[config.mk]
export PLATFORM = sky130hd
export DESIGN_NAME = pc_sequencer
export DESIGN_NICKNAME = d
export VERILOG_FILES = /design/src/rtl/pc_sequencer.sv
export SDC_FILE = /design/constraint.sdc
export NUM_CORES = 1
export LEC_CHECK = 0
export CAP_MARGIN = 5
export CORE_MARGIN = 1.5
export CORE_UTILIZATION = 48
export CTS_CLUSTER_SIZE = 28
export DETAILED_ROUTE_END_ITERATION = 10
export PLACE_DENSITY = 0.95
export SYNTH_ARGS = -nofsm -noshare
export SYNTH_HDL_FRONTEND = slang
export SYNTH_SLANG_ARGS = --single-unit
[constraint.sdc]
create_clock -name clk -period 3.15 [get_ports clk]
set_input_delay 0.315 -clock clk [delete_from_list [all_inputs] [get_ports clk]]
set_output_delay 0.315 -clock clk [all_outputs]
set_load 0.005 [all_outputs]
[src/rtl/pc_sequencer.sv]
// Program-counter sequencer: drives the external PC register and instruction fetch
// handshake, arbitrating trap/eret/jump/branch redirects with a one-entry pending slot.
module pc_sequencer #(
    parameter int          N            = 15,
    parameter logic [N-1:0] RESET_VECTOR = '0,
    parameter logic [N-1:0] TRAP_VECTOR  = N'(4)
) (
    input  logic         clk,
    input  logic         reset_n,
    input  logic [N-1:0] pc_cur,
    output logic [N-1:0] pc_next,
    output logic         pc_we,
    output logic         imem_req,
    output logic [N-1:0] imem_addr,
    input  logic         imem_ack,
    output logic         instr_valid,
    input  logic         stall,
    input  logic         branch_taken,
    input  logic [N-1:0] branch_target,
    input  logic         jump,
    input  logic [N-1:0] jump_target,
    input  logic         trap,
    input  logic         eret,
    output logic         flush,
    output logic [N-1:0] epc
);

    typedef enum logic [1:0] {BOOT, FETCH, HOLD} state_t;

    state_t       state_reg, state_next;
    logic         pend_valid_reg, pend_valid_next;
    logic         pend_trap_reg, pend_trap_next;
    logic [N-1:0] pend_target_reg, pend_target_next;
    logic [N-1:0] epc_reg;

    logic         req_now;
    logic [N-1:0] req_target;
    logic         redir;
    logic [N-1:0] redir_target;
    logic         apply;

    // Redirect sampled this cycle, highest priority first.
    always_comb begin
        req_now = trap | eret | jump | branch_taken;
        if (trap)
            req_target = TRAP_VECTOR;
        else if (eret)
            req_target = epc_reg;
        else if (jump)
            req_target = jump_target;
        else
            req_target = branch_target;
    end

    // A pending trap is sticky; otherwise a fresh redirect supersedes the pending one.
    always_comb begin
        redir        = 1'b0;
        redir_target = pend_target_reg;
        if (pend_valid_reg && pend_trap_reg) begin
            redir = 1'b1;
        end else if (req_now) begin
            redir        = 1'b1;
            redir_target = req_target;
        end else if (pend_valid_reg) begin
            redir = 1'b1;
        end
    end

    always_comb begin
        state_next  = state_reg;
        pc_we       = 1'b0;
        pc_next     = pc_cur;
        imem_req    = 1'b0;
        imem_addr   = pc_cur;
        instr_valid = 1'b0;
        flush       = 1'b0;
        apply       = 1'b0;
        case (state_reg)
            BOOT: begin
                pc_we      = 1'b1;
                pc_next    = RESET_VECTOR;
                state_next = FETCH;
            end
            FETCH: begin
                imem_req = 1'b1;
                if (imem_ack) begin
                    if (redir) begin
                        pc_we   = 1'b1;
                        pc_next = redir_target;
                        flush   = 1'b1;
                        apply   = 1'b1;
                    end else if (!stall) begin
                        instr_valid = 1'b1;
                        pc_we       = 1'b1;
                        pc_next     = pc_cur + N'(1);
                    end else begin
                        instr_valid = 1'b1;
                        state_next  = HOLD;
                    end
                end
            end
            HOLD: begin
                if (redir) begin
                    pc_we      = 1'b1;
                    pc_next    = redir_target;
                    flush      = 1'b1;
                    apply      = 1'b1;
                    state_next = FETCH;
                end else if (!stall) begin
                    pc_we      = 1'b1;
                    pc_next    = pc_cur + N'(1);
                    state_next = FETCH;
                end
            end
            default: state_next = BOOT;
        endcase
        if (!reset_n) begin
            state_next  = BOOT;
            pc_we       = 1'b1;
            pc_next     = RESET_VECTOR;
            imem_req    = 1'b0;
            instr_valid = 1'b0;
            flush       = 1'b0;
            apply       = 1'b0;
        end
    end

    always_comb begin
        pend_valid_next  = pend_valid_reg;
        pend_trap_next   = pend_trap_reg;
        pend_target_next = pend_target_reg;
        if (apply) begin
            pend_valid_next = 1'b0;
            pend_trap_next  = 1'b0;
        end else if (req_now && !(pend_valid_reg && pend_trap_reg)) begin
            pend_valid_next  = 1'b1;
            pend_trap_next   = trap;
            pend_target_next = req_target;
        end
    end

    always_ff @(posedge clk) begin
        if (!reset_n) begin
            state_reg       <= BOOT;
            pend_valid_reg  <= 1'b0;
            pend_trap_reg   <= 1'b0;
            pend_target_reg <= '0;
            epc_reg         <= '0;
        end else begin
            state_reg       <= state_next;
            pend_valid_reg  <= pend_valid_next;
            pend_trap_reg   <= pend_trap_next;
            pend_target_reg <= pend_target_next;
            if (trap)
                epc_reg <= pc_cur;
        end
    end

    assign epc = epc_reg;

endmodule

==> results by group <==
Route
  – Routed vias: ~3100
  – Avg WL per Cell: around 18 µm
  – ANT nets after route: 0
  – Wirelength, routed: between 9000 and 10000 µm
  – Detailed Route Iter0 Violations: between 300 and 400
  – Vias per std cell: around 6
  – Iteration count of the initial detailed-routing pass: 5
  – Drt drc: 0

Clocking
  – CTS buffer count: 5
  – Clock latency on the worst-skew pair: approximately 0.30 ns
  – Clock-pin slew on the worst setup and hold paths: approximately 0.070 ns
  – Root Driver: clkbuf_8
  – Post-CTS Setup Inserts: 0
  – Clock buffer depth: 2
  – Clock sink count: 34
  – TritonCTS clock tree: yes
  – Hold buffer count at CTS: 0
  – H-tree depth: 2

Critical path
  – Crit path max fanout: 6
  – Worst EP required: 2.83 ns
  – Critical path arrival: between 2 and 3 ns
  – Critical Path End Type: primary output
  – FF-to-FF path depth: 8
  – Reg2Reg Setup Slack: slightly above 0.8 ns
  – Startpoint types: primary input
  – CP Class: in -> out

Timing
  – Final Cycle Share: ~100%
  – Hold Vio Cnt, Final: 0
  – Unrepaired setup endpoints after global routing: no
  – Actual slew at the worst max-slew pin: between 0.7 and 0.8 ns
  – Min cycle time layout: 3.08 ns
  – Fin. max-slew vios: 0
  – FMAX: around 330 MHz
  – Slew headroom: between 50% and 60%
  – Final TNS setup: 0 ns
  – Setup Skew: 0.00347 ns
  – Final setup violation count: 0

Placement
  – GPL Wtd Cong: roughly 0.90
  – HPWL Detailed: 6540 µm
  – Placed cell area: approximately 3700 µm²
  – Port Buffers: a little over 100

Die
  – Std-Cell Rows: 26
  – Initial Util: 51.0%
  – Die ar.: approximately 6000 µm²
  – Die Width: ~77 µm
  – Number of primary I/O pins: between 100 and 150
  – CORE AREA: roughly 5200 µm²
  – Height of the die: just under 80 µm

Hold path
  – Worst hold path class: reg -> reg
  – Worst hold stages: 2

Synthesis
  – Sequential share of the synthesized area: between 20% and 30%
  – Synth Warn #: 0
  – Yosys cell types: 49
  – Mapped Nets: between 400 and 500
  – Synthesized area per cell: 7.62 µm²
  – #FFs+latches synth: 34
  – Post-Synthesis Cells: between 300 and 400
  – Mapped Area: 2650 µm²

Final layout
  – Ratio of cells with drive above 1 in the final layout: 10.6%
  – Antenna Diode Count: 0
  – Syn-to-layout area delta: 43.7%
  – Nets: ~500
  – Finished Cell Area: approximately 3800 µm²
  – Post-layout util: 73.2%

Pwr
  – Static leakage: 0.00157 µW
  – Sw Ratio: 31.4%
  – Psw: 388 µW
  – Pwr dens: between 300 and 400 nW/µm²
  – Pint: 846 µW
  – Maximum vdd drop: about 260 µV
  – Sequential fraction of design power: around two fifths
  – Clk pwr share: about 28%
  – Share of power burned in combinational logic: 32.9%

Global route
  – Vias in the first global route: 2975
  – Antenna violations before repair: 0
  – Grt ovf: 0
  – GR Util All Layers: just under 30%
  – Largest net degree at the start of global routing: 25
  – First-pass GRT wire length: about 14000 µm

Flow run
  – Max-cap violation count: 0

Outcome
  – Outcome: finished clean
-- Yosys cell counts, drive strengths merged --
cell type	n	area, µm²
and3	2	12.5
a221oi	1	8.76
nor2	26	97.6
a22o	2	17.5
o21ai	17	88.8
o2111ai	2	17.5
o221a	2	22.5
clkbuf	12	45.0
xnor2	1	8.76
nor3	7	40.0
o2bb2ai	5	43.8
a21oi	31	155
buf	28	183
or3	1	11.3
and2	1	6.26
nand3	5	25.0
o221ai	8	70.1
a21o	9	67.6
nand2	47	179
nand2b	2	12.5
dfxtp	34	681
a211oi	17	133
mux2i	30	300
or2	1	6.26
and4	1	8.76
a31oi	2	27.5
ha	5	62.6
nor4	3	33.8
o211ai	4	30.0
o22ai	1	6.26
nor2b	12	75.1
o211a	1	10.0
mux2	2	22.5
or4	1	11.3
o21a	5	37.5
inv	15	56.3
nand4	3	18.8
and4b	2	20.0
-- cells in the final DEF, fill, tap and decap left out, types with 2 or more instances in the layout --
master and instances:
and4b_1 2, nor3_2 2, nand2b_1 2, mux2_2 2, o221a_2 2, clkdlybuf4s50_1 101, mux2i_1 30, nor2_1 26
ha_1 5, o211ai_1 4, o2bb2ai_1 5, nand3_1 5, nor4_1 2, and3_1 2, nand4_1 3, o2111ai_1 2
a211oi_1 16, buf_4 25, a21o_1 9, inv_1 14, a22o_1 2, a21oi_1 31, nor3_1 5, clkbuf_8 6
o221ai_1 8, dfxtp_1 34, nor2b_1 12, o21ai_0 15, o21a_1 5, nand2_1 46
-- timing repair --
action                                 in CTS  in global routing
gates resized for setup                     0                  2
endpoints found under the hold margin       0                  0
setup endpoints to repair                   0                  3
-- cell families after synthesis --
logic type | synth area share [%]
xor gates and xnor gates | 0.330
and+or+nand+nor | 21.0
muxes | 12.2
AOI/OAI and AO/OA | 27.7
buffers and inverters | 10.7
adders and majority gates | 2.36
DFF | 25.7
-- layout make-up --
cell class | instances | area, µm²
multi-input cells | 259 | 1700
inverters | 15 | 56.3
well taps | 70 | 87.6
flip-flops and latches | 34 | 681
clock inverters | 1 | 5.00
clock buffers | 7 | 86.3
fillers | 390 | 1390
repair buffers | 126 | 1200
-- critical path: stages --
cell,delay (ns)
clkdlybuf4s50_1,0.62
ha_1,0.24
and4b_1,0.35
nand2_1,0.15
nor3_2,0.24
a21oi_1,0.10
o2bb2ai_1,0.18
clkdlybuf4s50_1,0.56
-- layer usage --
| metal | GRT usage (%) | part of all wire, % | vias to the layer above |
|---|---|---|---|
| met5 | 0 | 0 | - |
| met4 | 15.6 | 3.4 | 0 |
| met3 | 7.65 | 9.9 | 47 |
| met2 | 48.8 | 47 | 207 |
| met1 | 35.9 | 40 | 1420 |
| li1 | - | - | 1428 |
-- path summary, 6_finish.rpt --
kind	start	to
max reg2reg	state_reg[1]$_SDFFE_PN0P_	pend_target_reg[4]$_SDFFE_PN0P_
min reg2reg	pend_target_reg[3]$_SDFFE_PN0P_	pend_target_reg[3]$_SDFFE_PN0P_
max	pc_cur[1]	pc_next[14]
min	pend_target_reg[3]$_SDFFE_PN0P_	pend_target_reg[3]$_SDFFE_PN0P_
-- metrics by stage --
step	setup WS (ns)	hold WS (ns)	instances	power, µW
3_5_place_dp	0.127	0.449	504	884
4_1_cts	0.0457	0.458	512	1230
5_1_grt	0.0197	0.475	512	1280
3_3_place_gp	0.172	0.442	504	873
2_1_floorplan	1.13	0.436	348	682
6_report	0.0733	0.458	512	1230
-- power by group through the flow --
stage | Combinational, µW | Clock (µW) | Sequential (µW)
6_report | 406 | 349 | 479
5_1_grt | 433 | 365 | 481
4_1_cts | 401 | 347 | 478
3_5_place_dp | 397 | 0 | 487
3_3_place_gp | 387 | 0 | 486
2_1_floorplan | 199 | 0 | 482
Power figures use the tool's default switching activity.
==> edit (same settings) <==
`N`: 15 -> 30.
--- a/src/rtl/pc_sequencer.sv
+++ b/src/rtl/pc_sequencer.sv
@@ -3,3 +3,3 @@
 module pc_sequencer #(
-    parameter int          N            = 15,
+    parameter int          N            = 30,
     parameter logic [N-1:0] RESET_VECTOR = '0,
Interface: changed (6 resized); port bits go from 102 to 192. No check against the original RTL was run, so the function may have changed too.
==> edit against the original RTL <==
  * The flow now finishes with violations (setup timing)
  * Routed wire length grew 110%
  * Die area up 82%
  * Sequential cell count up 30
  * Power rose by 98%
  * Cell area grew 95%
  * Area after synthesis up 86%
  * Core utilization increased by 2.3 points
  * Setup slack worse by 0.096 ns
  * Critical endpoint is now pc_next[19]
==> edit: results (changes against the original RTL) <==
Placed design
  – Worst slack at placement: -0.198 ns (was 0.127 ns)
  – IO Port Bufs: 191 (was 101)
  – RePlAce Congestion: 0.949 (was 0.898)
  – Detailed Place HPWL: 13.4 mm (was 6.54 mm)

Synthesis
  – Yosys cell types: 58 (was 49)
  – Sequential-to-total area share from yosys stat: 26.0% (was 25.7%)
  – Top cells by area, synth: dfxtp_1 (26%), mux2i_1 (12%), nand2_1 (7.0%), a21oi_1 (6.1%), buf_4 (4.7%) (was dfxtp_1 (26%), mux2i_1 (11%), nand2_1 (6.5%), a21oi_1 (5.8%), a211oi_1 (4.5%))
  – Average size of a mapped cell: 7.54 µm² (was 7.62 µm²)
  – Syn_nets: 757 (was 406)

STA
  – Final WS setup: -0.0222 ns (was 0.0733 ns)
  – Setup violators final: 3 (was 0)
  – Clock Skews: 0.00965 ns (was 0.00347 ns)
  – Setup tns final: -0.0268 ns (was 0 ns)
  – Hold slack: 0.422 ns (was 0.458 ns)
  – Worst Tran Pin Value: 0.487 ns (was 0.718 ns)

Power and ir drop
  – Leak Pwr: 3.08 nW (was 1.57 nW)
  – Clk network pwr share: 30.7% (was 28.3%)
  – VDD IR max: 0.235 mV (was 0.261 mV)
  – Psw: 0.769 mW (was 0.388 mW)
  – Sequential Power: 0.896 mW (was 0.479 mW)

Finish
  – Nets@finish: 946 (was 499)
  – Layout cell share with drive strength beyond 1: 15.1% (was 10.6%)

Detailed routing
  – Detailed Routing Iterations Pass 1: 8 (was 5)
  – DR vias/cell: 6.22 (was 6.06)
  – WL final: 19.3 mm (was 9.01 mm)
  – Initial DRC Count: 693 (was 351)

Outcome
  – Outcome: complete, but fails checks (was completed)
  – Violated checks: setup timing

Hold path
  – WHS Endpoint: pend_trap_reg$_SDFFE_PP0P_ (was pend_target_reg[3]$_SDFFE_PN0P_)

Clock tree
  – Clock latency on the worst-skew pair: 0.35 ns (was 0.30 ns)
  – CTS H-tree depth: 3 (was 2)

Global route
  – Gr usage total: 32.7% (was 29.8%)

Critical path
  – Worst Path Arrival: 2.86 ns (was 2.76 ns)
  – Worst r2r dst: pend_target_reg[2]$_SDFFE_PN0P_ (was pend_target_reg[4]$_SDFFE_PN0P_)
[edit: worst max-delay path by stage]
stage / cells after the start / from / end
floorplan: 7 / stall / pc_next[29]
global placement: 7 / pc_cur[14] / pc_next[28]
detailed placement: 7 / pc_cur[14] / pc_next[28]
CTS: 8 / pc_cur[15] / pc_next[27]
global route: 8 / eret / pc_next[19]
finish: 8 / eret / pc_next[19]
[edit: cell type report]
| type | count | area [µm²] |
|---|---|---|
| Timing Repair Buffer | 260 | 2470 |
| Sequential cell | 64 | 1280 |
| Multi-Input combinational cell | 486 | 3250 |
| Clock inverter | 3 | 40.0 |
| Clock buffer | 13 | 159 |
| Tap cell | 133 | 166 |
| Inverter | 22 | 82.6 |
| Fill cell | 652 | 2410 |
[edit: kinds of logic after synthesis]
logic type,count (synthesis),synth area share (%)
multiplexers,66,13.5
buffers and inverters,104,11.4
AO/OA/AOI/OAI,185,25.5
flip-flops,64,26.0
AND/OR/NAND/NOR,228,22.0
adder cells (fa/ha/maj),5,1.27
XOR/XNOR,2,0.355
[edit: timing repair]
action                     in CTS  in global routing
buffers inserted                0                  2
setup endpoints to repair       9                 19
pin swaps                       3                  2
gates resized for setup         9                 27
[edit: routing by layer]
layer / wire length (µm) / vias to the layer above / part of all wire, % / GRT usage, %
met1: 7010 / 2814 / 36 / 37.7
met2: 9440 / 454 / 49 / 57.7
li1: - / 2719 / - / -
met4: 976 / 0 / 5.1 / 17.1
met3: 1840 / 112 / 9.6 / 5.45
met5: 0 / - / 0 / 0
[edit: tightest hold or removal path: cells and delay by family]
family          cells  cell delay, ns
buf+inv             1            0.14
compound gates      2            0.20
simple gates        1            0.06
